**config.mk**
```make
export PLATFORM = sky130hd
export DESIGN_NAME = debounce_multi_flat
export DESIGN_NICKNAME = d
export VERILOG_FILES = /design/src/rtl/debounce_multi_if.sv /design/src/rtl/debounce_multi.sv /design/src/flat_wrapper.sv
export SDC_FILE = /design/constraint.sdc
export NUM_CORES = 1
export LEC_CHECK = 0
export CORE_UTILIZATION = 52
export CTS_CLUSTER_SIZE = 10
export DETAILED_ROUTE_END_ITERATION = 12
export PLACE_DENSITY_LB_ADDON = 0.2
export SETUP_SLACK_MARGIN = 0.15
export SYNTH_ARGS = -nofsm -noshare
export SYNTH_HDL_FRONTEND = slang
export SYNTH_SLANG_ARGS = --single-unit
```
**constraint.sdc**
```tcl
create_clock -name clk -period 1.6 [get_ports clk]
set_input_delay 0.24 -clock clk [delete_from_list [all_inputs] [get_ports clk]]
set_output_delay 0.24 -clock clk [all_outputs]
set_load 0.005 [all_outputs]
```
**src/rtl/debounce_multi_if.sv**
```systemverilog
// Bundles the sample tick, the raw button inputs and the debounced level / edge
// outputs of debounce_multi into a single interface.
// The master modport is used by whoever drives the buttons and the tick.
// The slave modport is used by the debouncer itself.
interface debounce_multi_if #(
    parameter int CHANNELS = 3
);
    logic                tick;
    logic [CHANNELS-1:0] button;
    logic [CHANNELS-1:0] debounced;
    logic [CHANNELS-1:0] rise;
    logic [CHANNELS-1:0] fall;

    modport master (
        output tick,
        output button,
        input  debounced,
        input  rise,
        input  fall
    );

    modport slave (
        input  tick,
        input  button,
        output debounced,
        output rise,
        output fall
    );
endinterface : debounce_multi_if

```
**src/rtl/debounce_multi.sv**
```systemverilog
// Multi-channel push-button / switch debouncer.
//
// Each raw input passes through a two-flop synchroniser. A per-channel counter
// then qualifies the synchronised level. The counter advances only on clock
// edges where tick is high. The output flips after STABLE_CYCLES consecutive
// tick-qualified samples that all differ from the current output. Any single
// sample that agrees with the output discards the accumulated count.
//
// Optional feature, selected by the macro DEBOUNCE_EDGE_EN:
//   defined   : registered single-cycle rise/fall pulses, aligned with the
//               edge on which debounced changes.
//   undefined : rise/fall are tied to 0 and no edge registers exist.
module debounce_multi #(
    parameter int CHANNELS      = 3,
    parameter int STABLE_CYCLES = 8
) (
    input  logic             clk,
    input  logic             reset,   // asynchronous, active-low
    debounce_multi_if.slave  bus
);

    localparam int CNT_W = $clog2(STABLE_CYCLES + 1);

    // Terminal count: the sample that would make the run STABLE_CYCLES long.
    localparam logic [CNT_W-1:0] CNT_LAST = CNT_W'(STABLE_CYCLES - 1);

    logic [CHANNELS-1:0] sync1_q;
    logic [CHANNELS-1:0] sync2_q;
    logic [CHANNELS-1:0] deb_q;
    logic [CHANNELS-1:0] deb_d;
    logic [CNT_W-1:0]    cnt_q [CHANNELS];
    logic [CNT_W-1:0]    cnt_d [CHANNELS];

    // Two-flop synchroniser; runs every clock, independent of tick.
    // NOTE: sequential state uses non-blocking (<=) so that sync2_q takes the
    // old value of sync1_q. A blocking assignment would collapse the two
    // stages into one.
    always_ff @(posedge clk or negedge reset) begin
        if (!reset) begin
            sync1_q <= '0;
            sync2_q <= '0;
        end else begin
            sync1_q <= bus.button;
            sync2_q <= sync1_q;
        end
    end

    // Per-channel stability counter and level decision (next state).
    // NOTE: every output of this block is defaulted to its held value first.
    // That makes the "tick low" path complete and infers no latches.
    always_comb begin
        deb_d = deb_q;
        for (int i = 0; i < CHANNELS; i++) begin
            cnt_d[i] = cnt_q[i];
            if (bus.tick) begin
                if (sync2_q[i] == deb_q[i]) begin
                    // Agreement wipes any partial run of disagreeing samples.
                    cnt_d[i] = '0;
                end else if (cnt_q[i] == CNT_LAST) begin
                    // Run is complete: accept the new level and restart.
                    deb_d[i] = sync2_q[i];
                    cnt_d[i] = '0;
                end else begin
                    cnt_d[i] = cnt_q[i] + 1'b1;
                end
            end
        end
    end

    // Counter and debounced-level registers.
    // NOTE: the counter array is small control state, so it is reset
    // explicitly. A mid-count reset must discard partial progress.
    always_ff @(posedge clk or negedge reset) begin
        if (!reset) begin
            deb_q <= '0;
            for (int i = 0; i < CHANNELS; i++) begin
                cnt_q[i] <= '0;
            end
        end else begin
            deb_q <= deb_d;
            for (int i = 0; i < CHANNELS; i++) begin
                cnt_q[i] <= cnt_d[i];
            end
        end
    end

    assign bus.debounced = deb_q;

`ifdef DEBOUNCE_EDGE_EN
    logic [CHANNELS-1:0] rise_q;
    logic [CHANNELS-1:0] fall_q;
    logic [CHANNELS-1:0] rise_d;
    logic [CHANNELS-1:0] fall_d;

    // Edge detection on the pending level change.
    // The pulses land on the same edge as debounced and drop on the next one.
    assign rise_d =  deb_d & ~deb_q;
    assign fall_d = ~deb_d &  deb_q;

    // Edge pulse registers; updated every clock so a pulse never outlives one
    // cycle, even while tick is low.
    always_ff @(posedge clk or negedge reset) begin
        if (!reset) begin
            rise_q <= '0;
            fall_q <= '0;
        end else begin
            rise_q <= rise_d;
            fall_q <= fall_d;
        end
    end

    assign bus.rise = rise_q;
    assign bus.fall = fall_q;
`else
    // Edge outputs kept in the port list but unused in this build.
    assign bus.rise = '0;
    assign bus.fall = '0;
`endif

endmodule : debounce_multi

```
**src/flat_wrapper.sv**
```systemverilog
// flat-port wrapper written by rule: the top's interface ports become plain ports
module debounce_multi_flat 
#(
    parameter int CHANNELS      = 3,
    parameter int STABLE_CYCLES = 8
)
  (clk, reset, bus_tick, bus_button, bus_debounced, bus_rise, bus_fall);
  debounce_multi_if #(.CHANNELS(CHANNELS)) bus_i ();
  input  logic clk;
  input  logic reset;
  input wire logic [$bits(bus_i.tick)-1:0] bus_tick;
  input wire logic [$bits(bus_i.button)-1:0] bus_button;
  output wire logic [$bits(bus_i.debounced)-1:0] bus_debounced;
  output wire logic [$bits(bus_i.rise)-1:0] bus_rise;
  output wire logic [$bits(bus_i.fall)-1:0] bus_fall;
  assign bus_i.tick = bus_tick;
  assign bus_i.button = bus_button;
  assign bus_debounced = bus_i.debounced;
  assign bus_rise = bus_i.rise;
  assign bus_fall = bus_i.fall;
  debounce_multi #(.CHANNELS(CHANNELS), .STABLE_CYCLES(STABLE_CYCLES)) u_core (.clk(clk), .reset(reset), .bus(bus_i));
endmodule
```
==> reports/qor.csv <==
stage,metric,value,unit
detailed_routing,1st-pass router iterations,6,
detailed_routing,vias per inst,5.31,
floorplanning,Initial Util,0.572,
logic_synthesis,"Seq/Total Area, Yosys",0.515,
global_routing,largest net degree at the start of global routing,22,
detailed_routing,drt wl/cell,12.5,µm
placement,placed instance count,120,
setup_path,R2R Setup Slk,220,ps
placement,IO buf count,8,
layout,post-route cell area,1220,µm²
timing,Final period util,0.861,
setup_path,crit path kind,flop to flop,
detailed_routing,Via Count,695,
setup_path,Crit path largest cell delay,430,ps
floorplanning,Die W,46.3,µm
setup_path,worst path required time,1800,ps
logic_synthesis,syn avg cell area,11.6,µm²
timing,Setup TNS,0,ps
global_routing,first-pass GRT wire length,2520,µm
global_routing,Global Route Usage Sum,0.171,
logic_synthesis,number of distinct library cells after synthesis,20,
setup_path,largest fanout on the critical path,4,
timing,Finish-stage setup viols,0,
floorplanning,die footprint,2140,µm²
layout,# nets final,116,
setup_path,slowest CP cell,dfrtp_1,
floorplanning,core area,1780,µm²
cts,clk slew on worst S/H paths,110,ps
timing,clk_skew,9.34,ps
floorplanning,site row count,15,
layout,P&R area growth vs syn,20.0,%
detailed_routing,DRC viols,0,
detailed_routing,Starting DRT DRC Count,10,
timing,WHS,267,ps
pwr,"Power, Total",0.00123,W
setup_path,reg-to-reg critical path startpoint,u_core.cnt_q[8]$_DFFE_PN0P_,
cts,Post-CTS Hold Fix Bufs,0,
pwr,PD cells,1010,nW/µm²
logic_synthesis,Synth top area share,0.515,
detailed_routing,Total Routed Length,1630,µm
layout,Post-Layout Cell Count,131,
timing,Fin. Hold Viols,0,
timing,min Tclk post-route,1380,ps
setup_path,cells along the critical path,"ha_4, nand2_1, nor3b_2, mux2_2",
cts,worst skew pair latency,300,ps
layout,# diodes,0,
pwr,leakage power,0.578,nW
min_path,Hold Crit Class,input pin to async pin,
layout,"most common cell after layout, fill and taps aside",dfrtp_1,
logic_synthesis,Syn Std Cell Area,1020,µm²
placement,DPL Wire Length,1090,µm
global_routing,GRT overflow,0,
timing,FMAX,726,MHz
setup_path,Worst Reg-to-Reg Cells,4,
logic_synthesis,Post-Syn Instances,88,
setup_path,"Data arrival, critical path",1580,ps
floorplanning,DIE HEIGHT,46.3,µm
pwr,Worst IR Drop VDD,0.783,mV
cts,CTS tree,built,
logic_synthesis,"flops & latches, synth",21,
placement,placed inst area,1110,µm²
logic_synthesis,Ys Warns,0,
timing,RSZ-0062 raised after global routing,true,
placement,final RePlAce weighted congestion,0.796,
setup_path,worst reg2reg endpoint,u_core.bus.debounced[0]$_DFFE_PN0P_,
setup_path,startpoint type of the worst setup path,flop,
run,Max Cap Viol,0,
cts,CTS buffer count,3,
status,status,completed,
timing,Slew Limit Fails,0,
global_routing,antenna violations before repair,0,
setup_path,Setup crit end kind,flop,
cts,clk sinks,21,
detailed_routing,DRT antenna net count,0,
cts,clk buf depth,2,
layout,most frequent cells in the layout,"dfrtp_1, buf_4, nand3_1",
cts,H-tree levels,1,
layout,layout cells sized above 1,0.245,
floorplanning,# IOs,15,
logic_synthesis,cell accounting for the most synthesized area,dfrtp_1,
global_routing,vias in the first global route,599,
logic_synthesis,synth top area cells,"dfrtp_1, mux2i_1, xor2_2",
cts,Root Buffer,clkbuf_4,
cell usage after synthesis, drive strengths merged:
master	n
dfrtp	21
nand3	9
buf	8
inv	6
mux2i	6
nand2	6
a21boi	3
a31oi	3
ha	3
mux2	3
nor2b	3
nor3b	3
o211ai	3
o21ai	3
o41ai	3
xor2	3
clkbuf	1
conb	1
stage by stage:
| step | util | setup slack (ps) |
|---|---|---|
| 6_report | 0.686 | 222 |
| 5_1_grt | 0.686 | 136 |
| 4_1_cts | 0.650 | 159 |
| 3_5_place_dp | 0.625 | 47.2 |
| 3_3_place_gp | 0.625 | 134 |
| 2_1_floorplan | - | 285 |
where the power goes:
part	total (W)	internal, W	switching, W
Combinational	0.000294	0.000167	0.000127
Clock	0.000249	0.0000971	0.000152
Sequential	0.000690	0.000608	0.0000820
Total	0.00123	0.000872	0.000361
routing by layer:
layer | GRT usage | up-vias | wire length (µm)
met5 | 0 | - | 0
met4 | 0.106 | 0 | 24
met3 | 0.0235 | 4 | 60
met2 | 0.265 | 21 | 799
met1 | 0.227 | 344 | 747
li1 | - | 326 | -
worst max-delay path, delay by kind of cell, from the launching register on:
| kind | cells | cell delay (ps) |
|---|---|---|
| multiplexers | 1 | 360 |
| flip-flops | 1 | 430 |
| adder cells (fa/ha/maj) | 1 | 170 |
| AND/OR/NAND/NOR | 2 | 320 |
sequential cells by signal, indices dropped and copies added (netlist names):
register / count
u_core.sync2_q: 3
u_core.bus.debounced: 3
u_core.sync1_q: 3
u_core.cnt_q: 12
cell families (layout without fill, tap and decap cells):
family | after synthesis | count (layout) | synth area share
flops | 21 | 21 | 0.515
other cells | 1 | 6 | 0.00368
fa+ha+maj | 3 | 3 | 0.0368
buf+inv | 15 | 28 | 0.0797
compound gates | 15 | 15 | 0.118
xor+xnor | 3 | 3 | 0.0479
mux | 9 | 9 | 0.0920
simple gates | 21 | 21 | 0.107
how the worst max path moves through the flow:
stage,start,endpoint,slack [ps],depth (start not counted)
after floorplan,u_core.cnt_q[8]$_DFFE_PN0P_,u_core.bus.debounced[0]$_DFFE_PN0P_,280,4
after global placement,bus_tick,u_core.bus.debounced[1]$_DFFE_PN0P_,130,3
after detailed placement,bus_tick,u_core.bus.debounced[0]$_DFFE_PN0P_,50,3
after CTS,u_core.cnt_q[8]$_DFFE_PN0P_,u_core.bus.debounced[0]$_DFFE_PN0P_,160,4
after global routing,u_core.cnt_q[8]$_DFFE_PN0P_,u_core.bus.debounced[0]$_DFFE_PN0P_,140,4
final,u_core.cnt_q[8]$_DFFE_PN0P_,u_core.bus.debounced[0]$_DFFE_PN0P_,220,4
what timing repair did:
| action | CTS | global route |
|---|---|---|
| endpoints found under the setup margin | 5 | 5 |
| setup buffers | 2 | 5 |
| gates cloned | 0 | 0 |
| gates resized for setup | 3 | 6 |
| pin swaps | 0 | 1 |
cell type report:
cell class              count  area, µm²
multi-input cells          57        459
clock buffers               4       26.3
repair buffers             18        159
well taps                  25       31.3
flip-flops and latches     21        526
fillers                   135        559
inverters                   6       22.5
Note: power is estimated with default switching activity, not from simulation.
